[config.mk]
export PLATFORM = sky130hd
export DESIGN_NAME = fp_console_ctrl
export DESIGN_NICKNAME = d
export VERILOG_FILES = /design/src/rtl/fp_console_ctrl.sv
export SDC_FILE = /design/constraint.sdc
export NUM_CORES = 1
export LEC_CHECK = 0
export BUFFER_PORTS_ARGS = -buffer_cell sky130_fd_sc_hd__buf_4
export CAP_MARGIN = 20
export CORE_ASPECT_RATIO = 0.5
export CORE_MARGIN = 2
export CORE_UTILIZATION = 48
export DETAILED_ROUTE_END_ITERATION = 16
export PLACE_DENSITY = 0.8
export SLEW_MARGIN = 20
export SYNTH_ARGS = -nofsm -noshare
export SYNTH_HDL_FRONTEND = slang
export SYNTH_SLANG_ARGS = --single-unit
[constraint.sdc]
create_clock -name clock -period 2.4 [get_ports clock]
set_input_delay 0.72 -clock clock [delete_from_list [all_inputs] [get_ports clock]]
set_output_delay 0.72 -clock clock [all_outputs]
set_load 0.005 [all_outputs]
[src/rtl/fp_console_ctrl.sv]
// Front-panel console sequencer: turns panel run level and command pulses into
// PDP-8 core run/step/load controls and a memory-write handshake, and drives the panel display.
module fp_console_ctrl #(
  parameter int DW          = 12,
  parameter int ACK_TIMEOUT = 255
) (
  input  logic          clock,
  input  logic          reset,
  input  logic          run,
  input  logic          loadpc,
  input  logic          loadac,
  input  logic          step,
  input  logic          deposit,
  input  logic [DW-1:0] swreg,
  input  logic [1:0]    dispsel,
  output logic [DW-1:0] dispout,
  output logic          linkout,
  input  logic [DW-1:0] cpu_pc,
  input  logic [DW-1:0] cpu_ac,
  input  logic [DW-1:0] cpu_mb,
  input  logic [DW-1:0] cpu_ir,
  input  logic          cpu_link,
  input  logic          instr_done,
  output logic          cpu_run,
  output logic          step_req,
  input  logic          step_done,
  output logic          pc_ld,
  output logic          ac_ld,
  output logic [DW-1:0] ld_val,
  output logic          mem_wr_req,
  output logic [DW-1:0] mem_addr,
  output logic [DW-1:0] mem_wdata,
  input  logic          mem_wr_ack,
  output logic          fp_busy,
  output logic          fp_err
);

  localparam int            CW       = (ACK_TIMEOUT < 2) ? 1 : $clog2(ACK_TIMEOUT + 1);
  localparam logic [CW-1:0] CNT_LAST = CW'(ACK_TIMEOUT - 1);

  typedef enum logic [2:0] {
    S_IDLE, S_RUN, S_HALTING, S_STEP_WAIT, S_DEP_WAIT, S_DEP_INC
  } state_e;

  state_e        state_q, state_d;
  logic [CW-1:0] cnt_q, cnt_d;
  logic          pc_ld_q, pc_ld_d, ac_ld_q, ac_ld_d;
  logic [DW-1:0] ld_val_q, ld_val_d;
  logic [DW-1:0] addr_q, addr_d, wdata_q, wdata_d;
  logic          err_q, err_d;
  logic [DW-1:0] disp_q, disp_d;
  logic          link_q;

  always_ff @(posedge clock) begin
    if (reset) begin
      state_q  <= S_IDLE;
      cnt_q    <= '0;
      pc_ld_q  <= 1'b0;
      ac_ld_q  <= 1'b0;
      ld_val_q <= '0;
      addr_q   <= '0;
      wdata_q  <= '0;
      err_q    <= 1'b0;
      disp_q   <= '0;
      link_q   <= 1'b0;
    end else begin
      state_q  <= state_d;
      cnt_q    <= cnt_d;
      pc_ld_q  <= pc_ld_d;
      ac_ld_q  <= ac_ld_d;
      ld_val_q <= ld_val_d;
      addr_q   <= addr_d;
      wdata_q  <= wdata_d;
      err_q    <= err_d;
      disp_q   <= disp_d;
      link_q   <= cpu_link;
    end
  end

  always_comb begin
    state_d  = state_q;
    cnt_d    = cnt_q;
    pc_ld_d  = 1'b0;
    ac_ld_d  = 1'b0;
    ld_val_d = ld_val_q;
    addr_d   = addr_q;
    wdata_d  = wdata_q;
    err_d    = err_q;
    unique case (dispsel)
      2'b00:   disp_d = cpu_pc;
      2'b01:   disp_d = cpu_ac;
      2'b10:   disp_d = cpu_mb;
      default: disp_d = cpu_ir;
    endcase
    case (state_q)
      S_IDLE: begin
        cnt_d = '0;
        // run level beats any pulse; lower-priority simultaneous pulses are dropped
        if (run) begin
          state_d = S_RUN;
        end else if (loadpc) begin
          pc_ld_d  = 1'b1;
          ld_val_d = swreg;
          err_d    = 1'b0;
        end else if (loadac) begin
          ac_ld_d  = 1'b1;
          ld_val_d = swreg;
          err_d    = 1'b0;
        end else if (deposit) begin
          addr_d  = cpu_pc;
          wdata_d = swreg;
          err_d   = 1'b0;
          state_d = S_DEP_WAIT;
        end else if (step) begin
          err_d   = 1'b0;
          state_d = S_STEP_WAIT;
        end
      end
      S_RUN: begin
        if (!run) state_d = instr_done ? S_IDLE : S_HALTING;
      end
      S_HALTING: begin
        if (run)             state_d = S_RUN;
        else if (instr_done) state_d = S_IDLE;
      end
      S_STEP_WAIT: begin
        if (step_done) begin
          state_d = S_IDLE;
        end else if (cnt_q == CNT_LAST) begin
          err_d   = 1'b1;
          state_d = S_IDLE;
        end else begin
          cnt_d = cnt_q + CW'(1);
        end
      end
      S_DEP_WAIT: begin
        // an ack on the last allowed cycle still completes the deposit
        if (mem_wr_ack) begin
          pc_ld_d  = 1'b1;
          ld_val_d = addr_q + DW'(1);
          state_d  = S_DEP_INC;
        end else if (cnt_q == CNT_LAST) begin
          err_d   = 1'b1;
          state_d = S_IDLE;
        end else begin
          cnt_d = cnt_q + CW'(1);
        end
      end
      S_DEP_INC: state_d = S_IDLE;
      default:   state_d = S_IDLE;
    endcase
  end

  always_comb begin
    cpu_run    = (state_q == S_RUN) || (state_q == S_HALTING);
    step_req   = (state_q == S_STEP_WAIT);
    mem_wr_req = (state_q == S_DEP_WAIT);
    fp_busy    = (state_q != S_IDLE);
    pc_ld      = pc_ld_q;
    ac_ld      = ac_ld_q;
    ld_val     = ld_val_q;
    mem_addr   = addr_q;
    mem_wdata  = wdata_q;
    fp_err     = err_q;
    dispout    = disp_q;
    linkout    = link_q;
  end

endmodule

* After elaboration in Yosys (flattened, before gate mapping)
Index checks and enable logic that the tools add are counted.
Storage, ports and cells: output and inout port bits 56, word-level logic and storage cells 83, register bits after elaboration 63, input bits 73
Cells by class: bitwise logic cells 4, multiplexer cells 37, add/sub/neg operators 2, equality and inequality tests 18, reductions and logical operators 12
Operator list (count):
- 12-bit 2-to-1 mux | 4
- 12-bit one-hot mux with 3 select lines | 1
- 3-bit 2-to-1 mux | 11
- 8-bit 2-to-1 mux | 3
- 12-bit one-hot mux with 2 select lines | 1
- 8-bit one-hot mux with 3 select lines | 1
- 3-bit one-hot mux with 5 select lines | 1
- 5-bit AND reduction | 3
- 12-bit by 1-bit adder with 12-bit output, second input constant | 1
- 1-bit 2-to-1 mux | 12
- 3-bit != test, second input constant | 4
- 8-bit by 1-bit adder with 8-bit output, second input constant | 1
- 8-bit equality test, second input constant | 1
- 2-bit != test, second input constant | 4
- 3-bit by 2-bit equality test with 1-bit output, second input constant | 2
- 3-bit nonzero test | 2
- 5-bit != test, second input constant | 1
- 4-bit != test, second input constant | 1
- 1-bit NOT | 4
- 4-bit AND reduction | 1
- 4-bit OR reduction | 1
- 3-bit by 1-bit equality test with 1-bit output, second input constant | 1
- 3-bit equality test, second input constant | 1
- 3-bit zero test | 1
- 10 further kinds | 10

* Logic depth before layout (Yosys ltp)
Gate-level depths: netlist of run 1.
depth after elaboration 6, depth in mapped cells 9, depth with buffers taken out 7

* Worst setup path before layout of run 1
Ideal clock, no wire load.
kind register -> output, start point register state_q[1], end point output mem_wr_req, cell stages (with the launch flop) 6, arrival 1.206 ns, slack 0.474 ns, path buffers 3, data required time 1.680 ns, path through dfxtp_1 -> buf_6 -> or3b_1 -> buf_4 -> clkinv_2 -> buf_2
On the way: cells in the longest elaborated chain, start to end 1
RTL lines:
- start, declared | line 45 | state_e state_q, state_d;
- start signal, assigned | line 67 | state_q <= state_d;
- 3-bit equality test | line 157 | mem_wr_req = (state_q == S_DEP_WAIT);
- end, declared | line 30 | output logic mem_wr_req,
No other way between the ends.

* Final worst setup path of run 1
start point register state_q[0], end point output mem_wr_req
The elaborated chain is that of the path after synthesis.

==> results of run 1 <==
metal layers:
| layer | track usage | up-vias | routed length [um] |
|---|---|---|---|
| li1 | - | 1395 | - |
| met4 | 0.0654 | 0 | 71 |
| met3 | 0.0630 | 5 | 443 |
| met2 | 0.429 | 83 | 4230 |
| met1 | 0.268 | 1310 | 3360 |
| met5 | 0 | - | 0 |
power breakdown:
part	internal (mW)	switching, mW
Sequential	1.11	0.0559
Clock	0.889	0.449
Combinational	0.321	0.273
Total	2.32	0.778
stage by stage:
step                       util  instances  hold WS, ns
after floorplan               -        323        0.448
after global placement    0.664        522        0.444
after detailed placement  0.664        522        0.448
after CTS                 0.715        538        0.456
after global routing      0.715        538        0.475
final                     0.715        538        0.462
final cells by class:
cell class                 count  area, sq um  area share
inverter                       3         12.5     0.00284
sequential                    63         1260       0.286
multi-input combinational    236         1720       0.390
clock inverter                 2         37.5     0.00852
tap                           88          110      0.0250
timing repair buffer         132          991       0.225
clock buffer                  14          274      0.0622
flip-flops by register name, summed over array words and instances, names as in the netlist:
| signal | count |
|---|---|
| cnt_q | 8 |
| pc_ld | 1 |
| mem_addr | 12 |
| state_q | 3 |
| linkout | 1 |
| dispout | 12 |
| ac_ld | 1 |
| fp_err | 1 |
| mem_wdata | 12 |
| ld_val | 12 |
critical path, cell delays in order (launching register included):
cell      delay [ns]
dfxtp_1         0.43
or3b_4          0.52
clkinv_2        0.09
buf_4           0.11
layout by cell type (no fill, tap or decap), types with 9 or more instances in the layout:
cell,n
a21oi_1,18
buf_4,132
clkbuf_16,9
dfxtp_1,63
mux2i_1,24
mux4_2,12
nand2_1,21
nor2_1,51
nor2b_1,15
cell families (layout without fill, tap and decap cells):
kind of cell	after synthesis	in the layout	share of synthesized area
AO/OA/AOI/OAI	49	49	0.109
AND/OR/NAND/NOR	132	132	0.223
flip-flops	63	63	0.407
multiplexers	36	36	0.165
XOR/XNOR	16	16	0.0453
buffers and inverters	24	151	0.0388
adder cells (fa/ha/maj)	3	3	0.0121
what timing repair did:
item / 4_1_cts / 5_1_grt
gates resized for setup: 0 / 1
setup buffers: 0 / 0
endpoints found under the setup margin: 0 / 1
worst max-delay path by stage:
stage | slack, ns | cells past startpoint | end | startpoint
after global placement | 0.40 | 6 | cnt_q[3] | mem_wr_ack
final | 0.21 | 3 | mem_wr_req | state_q[0]
after global routing | 0.14 | 3 | mem_wr_req | state_q[0]
after floorplan | 0.47 | 5 | mem_wr_req | state_q[1]
after detailed placement | 0.36 | 6 | ld_val[0] | run
after CTS | 0.09 | 3 | mem_wr_req | state_q[0]
==> impl_metrics.tcl, run 1 <==
set metrics [dict create \
    status "finished, final reports clean" \
    netlist_area_sq_um 3100 \
    fin_ws_ns 0.207 \
    grt_overflow 0 \
    cap_violations 0 \
    reg2reg_depth 5 \
    dieArea_sq_um 7150 \
    detail_route.first_pass.iterations 4 \
    antenna_found_initial 0 \
    netlist_top_cells_count "dfxtp_1, nor2_1, mux2i_1" \
    dieWidth_um 118 \
    total_power_mw 3.10 \
    ant_nets 0 \
    drtIter0Drc 256 \
    hold_start "ld_val[7]" \
    clkSinkCount 63 \
    antenna_cells 0 \
    num_vias 2793 \
    fmax_ghz 0.456 \
    syn_avg_cell_area_sq_um 9.59 \
    num_rows 20 \
    area_growth_pct 42.2 \
    fin_area_sq_um 4400 \
    fin_crit_ns 2.19 \
    async_flop_share 0 \
    r2r_slack_ns 0.56 \
    ys_seq_elements 63 \
    ir_drop_v 0.000457 \
    place_ws_ns 0.361 \
    htreeDepth 3 \
    grt_pass1_vias 2750 \
    worstReg2RegStart "state_q[0]" \
    path_class "flip-flop to output pin" \
    cts_tree "yes" \
    place.gp.congestion 0.851 \
    grt_max_degree 59 \
    synthFlopType "dfxtp_1" \
    slew-limit-headroom 0.611 \
    initial_core_util 0.503 \
    synth_nets 399 \
    hpwl_um 5960 \
    min_to "ld_val[7]" \
    yosys_warnings 0 \
    critPathMaxFanout 14 \
    clk_latency_ns 0.33 \
    post_drt_wl_per_cell_um 15.1 \
    critPathLaunchType "flip-flop" \
    cts_root_buffer "clkbuf_16" \
    powerDensity_nw_per_um2 704 \
    yosysUniqueCellTypes 50 \
    cp.arrival_ns 1.47 \
    worst_pin_slew_ns 0.583 \
    ios 129 \
    postCtsHoldBufs 0 \
    cts.path.max_buffers 2 \
    period_share 0.914 \
    clkTransAtPathRegs_ns 0.05 \
    grt_use_total 0.229 \
    yosysMostFrequentCell "dfxtp_1" \
    nets 521 \
    core_area_sq_um 6160 \
    leakage_nw 2.01 \
    placement.cell_area_sq_um 4090 \
    grt_pass1_wl_um 12900 \
    end_kind "output pin" \
    min_path_type "flip-flop to flip-flop" \
    holdPathStages 2 \
    ys_top_cells_by_area "dfxtp_1, mux4_2, mux2i_1" \
    synth_top_area_cell "dfxtp_1" \
    drc 0 \
    drv_slew 0 \
    fillers 492 \
    io_buffer_count 128 \
    hold_viol_final 0 \
    grt_setup_unrepaired "false" \
    yosysSeqAreaShare 0.407 \
    timing.rr.end "cnt_q[6]" \
    syn_inst 323 \
    required_ns 1.68 \
    drive_gt1_frac 0.380 \
    cts_buffers 9 \
    fin_skew_ns 0.00333 \
    synth_edf_count 0 \
    die_y_um 60.8 \
    drt-total-wl_um 8110 \
    synth_top_area_frac 0.407 \
    tns_ns 0 \
    vias_per_cell 5.19 \
    setup_viol 0 \
]
Note: power is estimated with default switching activity, not from simulation.
==> inputs of run 2 (changes only) <==
- CTS_CLUSTER_DIAMETER: not set -> 120
- GPL_TIMING_DRIVEN: not set -> 0
==> impl_metrics.tcl, run 2 (same netlist as run 1, synthesis figures left out) <==
set metrics [dict create \
    cts_tree "yes" \
    worst_pin_slew_ns 0.607 \
    initial_core_util 0.503 \
    min_path_type "flip-flop to flip-flop" \
    worstPathCellList "buf_6 > or3b_1 > buf_4 > inv_6 > buf_4" \
    grt_pass1_vias 2712 \
    core_area_sq_um 6160 \
    hpwl_um 6340 \
    area_growth_pct 43.1 \
    htreeDepth 3 \
    cp_slowest_cell "or3b_1" \
    detail_route.first_pass.iterations 5 \
    io_buffer_count 127 \
    grt_pass1_wl_um 13200 \
    cts.path.max_buffers 2 \
    drive_gt1_frac 0.377 \
    dieWidth_um 118 \
    seq_area_sq_um 1260 \
    fmax_ghz 0.432 \
    setup_viol 0 \
    powerDensity_nw_per_um2 669 \
    cts_buffers 9 \
    hold_ws_ns 0.461 \
    period_share 0.965 \
    cpMostUsedCell "buf_4" \
    vias_per_cell 5.33 \
    leakage_nw 2.03 \
    nets 536 \
    drv_slew 0 \
    antenna_found_initial 0 \
    clkTransAtPathRegs_ns 0.05 \
    slowest_delay_ns 0.36 \
    path_class "flip-flop to output pin" \
    placement.cell_area_sq_um 4160 \
    cts_setup_buffers 0 \
    clk_latency_ns 0.32 \
    grt_max_degree 20 \
    drc 0 \
    clkSinkCount 63 \
    postCtsHoldBufs 0 \
    final_cell_mix "buf_4, dfxtp_1, nor2_1, mux2i_1, nand2_1" \
    drtIter0Drc 192 \
    die_y_um 60.8 \
    ctsResizeCount 0 \
    fin_skew_ns 0.00700 \
    layout_commonest_cell "buf_4" \
    hold_viol_final 0 \
    fin_area_sq_um 4430 \
    ir_drop_v 0.000402 \
    multiInputGateArea_sq_um 1720 \
    grt_overflow 0 \
    place.gp.congestion 0.862 \
    post_drt_wl_per_cell_um 15.1 \
    fillers 508 \
    required_ns 1.68 \
    cts_root_buffer "clkbuf_16" \
    grt_use_total 0.238 \
    status "finished, final reports clean" \
    cap_violations 0 \
    cp.arrival_ns 1.60 \
    critPathLaunchType "flip-flop" \
    dieArea_sq_um 7150 \
    grt_setup_unrepaired "false" \
    drt-total-wl_um 8330 \
    antenna_cells 0 \
    ios 129 \
    slew-limit-headroom 0.595 \
    end_kind "output pin" \
    tns_ns 0 \
    ant_nets 0 \
    fin_crit_ns 2.32 \
    critPathMaxFanout 19 \
    num_vias 2929 \
    num_rows 20 \
]
## run 2: changes by cell type in the layout (fill, tap and decap cells not counted), sizes merged
| cell | change |
|---|---|
| clkinvlp | -1 |
| clkbuf | +8 |
| buf | +5 |
| inv | +1 |
| bufinv | -1 |
## run 2: final timing paths
path                                 start           end  slack, ns  cells after the start
worst max-delay path            state_q[1]    mem_wr_req       0.08                      5
worst min-delay path             ld_val[7]     ld_val[7]       0.46                      2
worst max register to register  state_q[2]  mem_wdata[4]       0.43                      6
worst min register to register   ld_val[7]     ld_val[7]       0.46                      2
## run 2: report_power, final
group	internal (mW)	switching (mW)	total, mW
Sequential	1.12	0.0415	1.16
Combinational	0.340	0.302	0.641
Clock	0.761	0.402	1.16
## run 2: worst max-delay path, delay by kind of cell (launching register included)
| family | cells | cell delay (ns) |
|---|---|---|
| buffers and inverters | 4 | 0.59 |
| and+or+nand+nor | 1 | 0.36 |
| DFF | 1 | 0.32 |
## run 2: metrics by stage
step                       util  worst slack (ns)  cells  power, mW
final                     0.720            0.0830    550       2.96
after global placement    0.676             0.173    538       1.80
after CTS                 0.719          0.000837    550       2.99
after global routing      0.720            0.0327    550       3.11
after floorplan               -             0.474    323       1.53
after detailed placement  0.676             0.113    538       1.82
## run 2: layer usage
layer / global-route usage / wire length [um] / up-vias
met1: 0.298 / 3560 / 1394
met2: 0.416 / 4190 / 99
met3: 0.0799 / 521 / 7
li1: - / - / 1429
met5: 0 / 0 / -
met4: 0.0482 / 55 / 0
## run 2: layout make-up
type,instances,share of cell area
Sequential cell,63,0.285
Tap cell,88,0.0249
Multi-Input combinational cell,236,0.387
Buffer,20,0.0232
Inverter,3,0.00367
Timing Repair Buffer,127,0.215
Clock inverter,1,0.00113
Clock buffer,12,0.0602
==> inputs of run 3 (changes only) <==
- CORE_ASPECT_RATIO: 0.5 -> not set
==> impl_metrics.tcl, run 3 (same netlist as run 1, synthesis figures left out) <==
set metrics [dict create \
    status "finished, final reports clean" \
    post_drt_wl_per_cell_um 15.1 \
    tns_ns 0 \
    critPathLaunchType "flip-flop" \
    clkTransAtPathRegs_ns 0.06 \
    fin_crit_ns 2.33 \
    clkSinkCount 63 \
    fin_skew_ns 0.00427 \
    io_buffer_count 127 \
    num_vias 2936 \
    cp_top_family "buffers and inverters" \
    hold_ws_ns 0.458 \
    cp.arrival_ns 1.61 \
    worst-path-buf-inv 4 \
    leakage_nw 1.98 \
    dieArea_sq_um 7110 \
    r2r_slack_ns 0.37 \
    grt_use_total 0.233 \
    wl_met3_um 529 \
    p_clk_frac 0.303 \
    initial_core_util 0.493 \
    worst_pin_slew_ns 0.549 \
    fmax_ghz 0.430 \
    ir_drop_v 0.000339 \
    hpwl_um 6530 \
    cts_buffers 9 \
    nets 536 \
    antenna_cells 0 \
    placement.cell_area_sq_um 4150 \
    grt_setup_unrepaired "false" \
    switching_share 0.283 \
    required_ns 1.68 \
    clk_latency_ns 0.33 \
    cts_tree "yes" \
    period_share 0.970 \
    place.gp.congestion 0.820 \
    fin_area_sq_um 4310 \
    htreeDepth 3 \
    postCtsHoldBufs 0 \
    wl_met2_um 4210 \
    detail_route.first_pass.iterations 4 \
    ant_nets 0 \
    grt_overflow 0 \
    worstReg2RegStart "state_q[2]" \
    num_rows 29 \
    cap_violations 0 \
    antenna_found_initial 0 \
    p_comb_frac 0.247 \
    path_class "flip-flop to output pin" \
    power.net_switching_mw 0.727 \
    ios 129 \
    drv_slew 0 \
    cp-endpoint "mem_wr_req" \
    pwr-share-seq 0.450 \
    worst-path-stages 5 \
    power.internal_mw 1.84 \
    slew-limit-headroom 0.634 \
    drc 0 \
    setup_viol 0 \
    dieWidth_um 84.3 \
    grt_pass1_wl_um 13400 \
    vias_per_cell 5.43 \
    area_growth_pct 39.2 \
    m1WireLength_um 3180 \
    end_kind "output pin" \
    top_layer "met4" \
    place_ws_ns 0.136 \
    timing.rr.end "mem_wdata[5]" \
    fin_ws_ns 0.0731 \
    grt_max_degree 20 \
    grt_pass1_vias 2963 \
    cts.path.max_buffers 2 \
    cp_slowest_cell "dfxtp_1" \
    cts_root_buffer "clkbuf_8" \
    reg2reg_depth 6 \
    drive_gt1_frac 0.377 \
    cp-startpoint "state_q[1]" \
    fillers 518 \
    die_y_um 84.3 \
    min_path_type "flip-flop to flip-flop" \
    powerDensity_nw_per_um2 597 \
    critPathMaxFanout 19 \
    drt-total-wl_um 8160 \
    layout_commonest_cell "buf_4" \
    slowest_delay_ns 0.34 \
    core_area_sq_um 6280 \
    worstPathCellList "buf_6 > or3b_1 > buf_4 > clkinv_4 > buf_4" \
    drtIter0Drc 120 \
    cpMostUsedCell "buf_4" \
    hold_viol_final 0 \
    final_cell_mix "buf_4, dfxtp_1, nor2_1, mux2i_1, nand2_1" \
    cts_setup_buffers 0 \
]
==> run 3: what timing repair did <==
item	4_1_cts	5_1_grt
hold endpoints to repair	0	0
gates resized for setup	1	0
setup endpoints to repair	1	0
==> run 3: power by group through the flow <==
stage / Clock [mW] / Combinational, mW / Sequential, mW
3_3_place_gp: 0 / 0.620 / 1.18
2_1_floorplan: 0 / 0.353 / 1.18
5_1_grt: 0.838 / 0.698 / 1.16
3_5_place_dp: 0 / 0.636 / 1.18
6_report: 0.780 / 0.635 / 1.16
4_1_cts: 0.791 / 0.638 / 1.16
==> run 3: final cells by class <==
class | count | area (sq um) | share of cell area
tap | 77 | 96.3 | 0.0224
inverter | 3 | 16.3 | 0.00377
clock inverter | 4 | 22.5 | 0.00523
buffer | 20 | 103 | 0.0238
timing repair buffer | 127 | 953 | 0.221
clock buffer | 11 | 141 | 0.0328
multi-input combinational | 236 | 1720 | 0.398
sequential | 63 | 1260 | 0.293
==> run 3: how the worst min path moves through the flow <==
stage | slack (ns) | from | to | depth (start not counted)
floorplan | 0.45 | ld_val[2] | ld_val[2] | 2
global placement | 0.44 | ld_val[2] | ld_val[2] | 2
detailed placement | 0.45 | ld_val[2] | ld_val[2] | 2
CTS | 0.46 | ld_val[2] | ld_val[2] | 2
global route | 0.47 | ld_val[2] | ld_val[2] | 2
finish | 0.46 | ld_val[2] | ld_val[2] | 2
==> run 3: worst reg2reg max path: cells and delay by family, from the launching register on <==
kind	cells	cell delay (ns)
and+or+nand+nor	3	0.79
buffers and inverters	2	0.57
DFF	1	0.33
muxes	1	0.21
==> run 3: routing by layer <==
| metal | vias up | GRT usage |
|---|---|---|
| li1 | 1432 | - |
| met1 | 1363 | 0.266 |
| met2 | 121 | 0.413 |
| met3 | 20 | 0.0501 |
| met4 | 0 | 0.111 |
| met5 | - | 0 |
==> run 3: per-stage QoR <==
stage               cells  power (mW)  utilization
floorplan             323        1.53            -
global placement      527        1.80        0.661
detailed placement    527        1.81        0.661
CTS                   541        2.58        0.686
global route          541        2.70        0.686
finish                541        2.57        0.686
